`src/rtl/mmio_report_control_pkg.sv`:
```
// mmio_report_control_pkg: report FSM states, MMIO address map and statistics layout.
package mmio_report_control_pkg;

    typedef enum logic [1:0] {
        REPORT_IDLE,
        REPORT_PENDING,
        REPORT_ACK,
        REPORT_WAIT_CLEAR
    } report_state;

    // Addresses are in 32-bit word units; every register is 64 bits, so entries sit on even addresses.
    localparam logic [0:23] REPORT_STATUS_ADDR     = 24'h000040;
    localparam logic [0:23] REPORT_STATS_BASE_ADDR = 24'h000042;
    localparam logic [0:23] REPORT_COUNT_ADDR      = 24'h000060;

    typedef struct packed {
        logic [0:63] total_responses;
        logic [0:63] read_responses;
        logic [0:63] write_responses;
        logic [0:63] error_responses;
        logic [0:63] read_bytes;
        logic [0:63] write_bytes;
        logic [0:63] busy_cycles;
        logic [0:63] stall_cycles;
    } ResponseStatistcsInterface;

endpackage

```
`src/rtl/mmio_report_decode.sv`:
```
// mmio_report_decode: registered MMIO read decode for the report registers.
// The count register is mapped only when REPORT_COUNTER_EN is defined.
module mmio_report_decode
    import mmio_report_control_pkg::*;
#(
    parameter int STAT_WORDS = 8
) (
    input  logic                      clock,
    input  logic                      rstn,
    input  logic                      rd_valid,
    input  logic [0:23]               rd_addr,
    input  logic [0:63]               status,
    input  logic [0:STAT_WORDS*64-1]  stats,
`ifdef REPORT_COUNTER_EN
    input  logic [63:0]               count,
`endif
    output logic                      rd_data_valid,
    output logic [0:63]               rd_data,
    output logic                      status_read_hit
);

    logic        hit;
    logic [0:63] data;

    // The status hit is combinational so the FSM can acknowledge on the same edge the read is registered.
    always_comb begin
        status_read_hit = rd_valid && rd_addr == REPORT_STATUS_ADDR;
        hit = status_read_hit;
        data = status_read_hit ? status : '0;
        for (int i = 0; i < STAT_WORDS; i++)
            if (rd_valid && rd_addr == REPORT_STATS_BASE_ADDR + 24'(2 * i)) begin
                hit = 1'b1;
                data = stats[i*64 +: 64];
            end
`ifdef REPORT_COUNTER_EN
        if (rd_valid && rd_addr == REPORT_COUNT_ADDR) begin
            hit = 1'b1;
            data = count;
        end
`endif
    end

    always_ff @(posedge clock or negedge rstn)
        if (!rstn) begin
            rd_data_valid <= 1'b0;
            rd_data <= '0;
        end else begin
            rd_data_valid <= hit;
            rd_data <= data;
        end

endmodule

```
`src/rtl/mmio_report_control.sv`:
```
// mmio_report_control: latches the done controller's report and serves it over MMIO reads.
// Define REPORT_COUNTER_EN to add a 64-bit acknowledged-report counter at REPORT_COUNT_ADDR.
module mmio_report_control
    import mmio_report_control_pkg::*;
#(
    parameter int STAT_WORDS = 8
) (
    input  logic                      clock,
    input  logic                      rstn,
    input  logic                      enabled_in,
    input  logic [0:63]               report_algorithm_status,
    input  ResponseStatistcsInterface report_response_statistics,
    input  logic                      mmio_rd_valid,
    input  logic [0:23]               mmio_rd_addr,
    output logic                      mmio_rd_data_valid,
    output logic [0:63]               mmio_rd_data,
    output logic                      report_algorithm_status_ack,
    output logic                      report_pending
);

    logic                      enabled;
    report_state               state, next_state;
    logic [0:63]               status_q;
    ResponseStatistcsInterface stats_q;
    logic                      status_read_hit;
    logic                      capture;

    assign capture = enabled && state == REPORT_IDLE && |report_algorithm_status;
    assign report_pending = state == REPORT_PENDING;
    assign report_algorithm_status_ack = enabled && state == REPORT_ACK;

    always_ff @(posedge clock or negedge rstn)
        if (!rstn) enabled <= 1'b0;
        else enabled <= enabled_in;

    always_ff @(posedge clock or negedge rstn)
        if (!rstn) state <= REPORT_IDLE;
        else state <= next_state;

    // WAIT_CLEAR holds until the done controller drops its status, so one report is never captured twice.
    always_comb begin
        next_state = state;
        if (enabled)
            case (state)
                REPORT_IDLE:    next_state = |report_algorithm_status ? REPORT_PENDING : REPORT_IDLE;
                REPORT_PENDING: next_state = status_read_hit ? REPORT_ACK : REPORT_PENDING;
                REPORT_ACK:     next_state = REPORT_WAIT_CLEAR;
                default:        next_state = |report_algorithm_status ? REPORT_WAIT_CLEAR : REPORT_IDLE;
            endcase
    end

    always_ff @(posedge clock or negedge rstn)
        if (!rstn) begin
            status_q <= '0;
            stats_q <= '0;
        end else if (capture) begin
            status_q <= report_algorithm_status;
            stats_q <= report_response_statistics;
        end

`ifdef REPORT_COUNTER_EN
    logic [63:0] report_count;

    always_ff @(posedge clock or negedge rstn)
        if (!rstn) report_count <= '0;
        else if (report_algorithm_status_ack) report_count <= report_count + 64'd1;
`endif

    mmio_report_decode #(
        .STAT_WORDS(STAT_WORDS)
    ) u_decode (
        .clock          (clock),
        .rstn           (rstn),
        .rd_valid       (mmio_rd_valid),
        .rd_addr        (mmio_rd_addr),
        .status         (state == REPORT_IDLE ? 64'd0 : status_q),
        .stats          (stats_q),
`ifdef REPORT_COUNTER_EN
        .count          (report_count),
`endif
        .rd_data_valid  (mmio_rd_data_valid),
        .rd_data        (mmio_rd_data),
        .status_read_hit(status_read_hit)
    );

endmodule

```
`config.mk`:
```
export PLATFORM = sky130hd
export DESIGN_NAME = mmio_report_control
export DESIGN_NICKNAME = d
export VERILOG_FILES = /design/src/rtl/mmio_report_control_pkg.sv /design/src/rtl/mmio_report_decode.sv /design/src/rtl/mmio_report_control.sv
export SDC_FILE = /design/constraint.sdc
export NUM_CORES = 1
export LEC_CHECK = 0
export BUFFER_PORTS_ARGS = -buffer_cell sky130_fd_sc_hd__buf_4
export CAP_MARGIN = 10
export CORE_AREA = 3 3 259 261
export CTS_BUF_LIST = sky130_fd_sc_hd__clkbuf_8
export CTS_CLUSTER_DIAMETER = 40
export DETAILED_ROUTE_END_ITERATION = 12
export DIE_AREA = 0 0 262 264
export PLACE_DENSITY = 0.72
export SETUP_SLACK_MARGIN = 0.15
export SYNTH_ARGS = -nofsm -noshare
export SYNTH_HDL_FRONTEND = slang
export SYNTH_HIERARCHICAL = 1
export SYNTH_SLANG_ARGS = --single-unit
```
`constraint.sdc`:
```
create_clock -name clock -period 4.8 [get_ports clock]
set_clock_uncertainty 0.05 [all_clocks]
set_input_delay 0.72 -clock clock [delete_from_list [all_inputs] [get_ports clock]]
set_output_delay 0.72 -clock clock [all_outputs]
set_load 0.005 [all_outputs]
```
* Word-level counts from Yosys, hierarchy flattened
Index checks and enable logic that the tools add are counted.
** Operators by class
- Eq/ne operators :: 11
- Muxes and demuxes :: 22
- Reductions and logical operators :: 14
** Operators by type and width (count)
- 64-bit 2-to-1 mux :: 10
- 24-bit by 7-bit == test with 1-bit output, second input constant :: 9
- 64-bit OR reduction :: 1
- 1-bit logical AND :: 12
- 1-bit 2-to-1 mux :: 9
- 2-bit case mux with 3 select lines :: 1
- 2-bit 2-to-1 mux :: 2
- 2-bit by 1-bit == test with 1-bit output, second input constant :: 1
- 2-bit == test, second input constant :: 1
- 2-bit logical NOT :: 1
** Word-level totals
- Bits in registers :: 644
- Input bits :: 604
- Output and inout bits :: 67
- Logic and storage cells :: 60

* Depth between registers and ports, before layout
- Depth after elaboration :: 11
- Depth in mapped cells :: 9

* By module
The synthesis kept the hierarchy.
** By module, submodules not included
- mmio_report_control :: instances 1, cells each 1323, area an instance 24330.8 µm², sequential area each 14488.9 µm²
- mmio_report_decode :: instances 1, cells each 919, area an instance 6935.4 µm², sequential area each 1626.6 µm²

* Least setup slack after synthesis
OpenSTA, ideal clock, no wires.
- Path type :: input to register
- From :: input port mmio_rd_addr[22] (netlist bit)
- To :: register u_decode/rd_data[11] (netlist bit)
- Library setup time :: 136 ps
- Arrival :: 2258 ps
- Data required time :: 4614 ps
- Slack :: 2356 ps
- Stages :: 9
- Buffers on the path :: 4
- Path through :: buf_2 and3b_1 clkbuf_1 nand2_2 or3_1 buf_2 clkbuf_1 o221ai_1 o211ai_1
** On the way
- Word-level cells in the longest chain between the ends :: 11
** Ends and longest elaborated chain
- start, declared :: RTL line mmio_report_control.sv:14 : input logic [0:23] mmio_rd_addr,
- 24-bit by 7-bit == test with 1-bit output :: RTL line mmio_report_decode.sv:27 : status_read_hit = rd_valid && rd_addr == REPORT_STATUS_ADDR;
- 1-bit logical AND :: RTL line mmio_report_decode.sv:27
- 64-bit 2-to-1 mux :: RTL line mmio_report_decode.sv:29 : data = status_read_hit ? status : '0;
- 64-bit 2-to-1 mux (7 in series) :: RTL line mmio_report_decode.sv:31 : if (rd_valid && rd_addr == REPORT_STATS_BASE_ADDR + 24'(2 * i)) begin
- 64-bit 2-to-1 mux (*) :: RTL line mmio_report_decode.sv:31
- via u_decode.data, one bit :: RTL line mmio_report_decode.sv:23 : logic [0:63] data;
- end signal, assigned :: RTL line mmio_report_decode.sv:49 : rd_data <= data;
- end, declared :: RTL line mmio_report_decode.sv:18 : output logic [0:63] rd_data,
Mark *: on every way through the listed nets, which the timed path passes. The rest lies on a longest branch.
A chain may end at the register's enable or synchronous reset.

* Worst setup path after layout
- From :: input port mmio_rd_addr[14] (netlist bit)
- To :: register u_decode/rd_data[61] (netlist bit)
The elaborated chain is that of the path after synthesis.

==> impl_results.md <==
- Final Max Tran Viols: 0
- WL/cell: roughly 29 um
- Pin slew with the least headroom to its limit: around 1.3 ns
- Worst EP arrival: around 3.9 ns
- Count of cell types in the netlist: 57
- Sequential fraction of the synthesis area: 51.5%
- First drt pass iteration count: 7
- Core ar.: ~65000 um2
- CTS tree: done
- Post-DR vias/cell: around 6.1
- Status: finished, violations left
- Initial Util: 48.3%
- RSZ-0062 raised after global routing: false
- Dominant synthesized flop cell: dfrtp_1
- Site Rows: 93
- Max_cap viols: 0
- Routed Antenna Nets: 0
- Total CTS buffers: 117
- Worst setup EP type: register
- Commonest non-fill, non-tap cell in the layout: buf_4
- Failing checks: negative hold slack
- Vias: around 24k
- Lkg Pwr: about 18 nW
- Syn Nets: ~2.8k
- Crit-path max FO: 14
- Die width: 262 um
- Worst hold-check path type: input port to async pin
- Hold Violations, Final: 6
- Hold Slack: -0.0157 ns
- Worst EP required: 5.29 ns
- Pin count of the biggest net entering global routing: ~130
- Hold-fix buffers at CTS: 0
- Final net count: 3510
- Overall routing resource usage: between 30 and 40%
- Max_slew headroom: 10.5%
- Mean Syn Cell Area: 13.9 um2
- Resize count post-CTS: 0
- CTS Sinks: roughly 640
- Setup total negative slack: 0 ns
- Synthesized area: roughly 31000 um2
- Period minus WS final: 3.41 ns
- Post-synth EDFFs: 0
- Cells after Synth: around 2.2k
- I/O pin total: 671
- Most frequent cells in the layout: 725 x buf_4, 644 x dfrtp_1, 540 x mux2_4, 148 x clkbuf_8, 82 x nor2_1
- PortBufs: 670
- Die height: around 260 um
- DR iter-0 viols: ~2.5k
- Wirelength, routed: between 100000 and 150000 um
- GRT Residual Overflow: 0
- Worst setup SP type: input port
- Max Freq: 0.293 GHz
- Reg clk slew, reported paths: ~0.06 ns
- Fin area: ~40000 um2
- DIE AREA: a little under 70000 um2
- Max Buffers Root-to-Sink: 3
- Final period utilization: a little under three quarters
- Initial antenna violation count: 33
- DR DRC count: 0
- Synth Warn #: 6
- Ys async rst share: 100%
- Root Buffer Master: clkbuf_8
- Power per cell area: around 320 nW/um2
- Peak VDD IR: approximately 200 uV
- RD Place Congestion: 0.927
- Number of setup buffers added after CTS: 0
- DP HPWL: between 80000 and 90000 um
- Skew-Pair Late Insertion Delay: roughly 0.74 ns
- Area Overhead vs Synth: 27.7%
- Synthesis-stage register bit count: approximately 640
- Crit Path Class: input port to register
- Setup Viol. Count Final: 0
- First-pass GRT wire length: around 160000 um
- Proportion of layout cells with a drive suffix above 1: 51.5%
- H-tree depth: 3
- Number of global-route vias before repair: approximately 24k
- Post-DP Area: 37100 um2
-- where the power goes --
part	total [mW]	switching [mW]	internal (mW)
Clock	6.02	2.44	3.58
Combinational	1.10	0.431	0.671
Sequential	5.84	0.163	5.68
Total	13.0	3.03	9.94
-- area by class of cell --
type                    count  area (um2)
well taps                 855        1070
clock buffers             148        2040
clock inverters            67         713
diodes                     27        67.6
flip-flops and latches    644       16100
inverters                   1        3.75
fillers                  5041       24800
repair buffers            750        5880
multi-input cells        1392       14000
-- kinds of logic after synthesis --
group	Yosys count	share of synthesized area (%)
muxes	577	27.3
DFF	644	51.5
AOI/OAI and AO/OA	350	8.90
and+or+nand+nor	465	8.28
buffers and inverters	206	4.02
-- metal layers --
metal / track usage [%] / wire length, um
met5: 0 / 59
met3: 6.59 / 10100
met2: 48.2 / 51500
met4: 10.9 / 3830
met1: 46.9 / 49100
-- critical path: stages --
cell	delay, ns
buf_4	0.12
nor4_2	0.46
and4_1	0.83
buf_4	0.37
a41oi_1	0.15
a221oi_1	1.01
o211ai_1	0.23
-- worst paths after layout --
kind / end / slack, ns / start / depth (start not counted)
worst max-delay path: u_decode/rd_data[61]$_DFF_PN0_ / 1.39 / mmio_rd_addr[14] / 7
worst min-delay path: stats_q[464]$_DFFE_PN0P_ / -0.02 / rstn / 1
worst max register to register: u_decode/rd_data[61]$_DFF_PN0_ / 1.72 / state[1]$_DFFE_PN0P_ / 7
worst min register to register: status_q[18]$_DFFE_PN0P_ / 0.46 / status_q[18]$_DFFE_PN0P_ / 1
max in group asynchronous: stats_q[376]$_DFFE_PN0P_ / 3.52 / rstn / 2
min in group clock: enabled$_DFF_PN0_ / 0.08 / enabled_in / 1
-- synth_stat cells (2+ instances only) --
master | count | share of area, %
o211ai_1 | 61 | 1.5
a2111oi_0 | 39 | 1.1
nor4_2 | 3 | 0.12
o31ai_1 | 2 | 0.048
or3_1 | 2 | 0.040
mux2_2 | 36 | 1.3
a32oi_1 | 4 | 0.11
a221oi_1 | 21 | 0.59
nor3_1 | 66 | 1.1
and3_1 | 5 | 0.10
o22ai_1 | 2 | 0.040
nor4_1 | 17 | 0.34
mux2_4 | 540 | 26
nand2_1 | 65 | 0.78
a21oi_1 | 59 | 0.94
and3b_1 | 2 | 0.056
o221ai_1 | 42 | 1.2
nor2_1 | 84 | 1.0
a222oi_1 | 38 | 1.2
buf_6 | 59 | 2.1
a22oi_1 | 14 | 0.34
buf_2 | 30 | 0.48
nor3_2 | 2 | 0.064
dfrtp_1 | 644 | 52
buf_1 | 9 | 0.11
nand4_1 | 80 | 1.6
o41ai_1 | 36 | 1.0
and2_1 | 3 | 0.060
o2111ai_1 | 4 | 0.11
or2_2 | 4 | 0.080
nor2b_1 | 68 | 1.4
nand2b_1 | 22 | 0.44
and4_1 | 3 | 0.084
nand3_1 | 8 | 0.13
nand4b_1 | 20 | 0.56
a41oi_1 | 20 | 0.56
nor4_4 | 2 | 0.14
or4_1 | 2 | 0.048
clkbuf_1 | 106 | 1.3
-- flip-flops by register name (all words and copies together), names as in the netlist --
register and cells:
enabled 1, state 2, stats_q 512, u_decode/rd_data_valid 1, u_decode/rd_data 64, status_q 64
-- stage by stage --
stage	util (%)	setup WS, ns	std cells	total power [mW]	hold WS [ns]
5_1_grt	61.7	1.39	3878	13.4	0.0226
3_3_place_gp	57.3	0.589	3638	7.00	0.436
6_report	61.7	1.39	3884	13.0	-0.0157
3_5_place_dp	57.3	0.807	3642	7.03	0.440
4_1_cts	61.6	1.58	3857	13.0	0.0238
2_1_floorplan	-	2.36	2242	6.32	0.374
No activity file was read; power rests on OpenSTA's default activity.
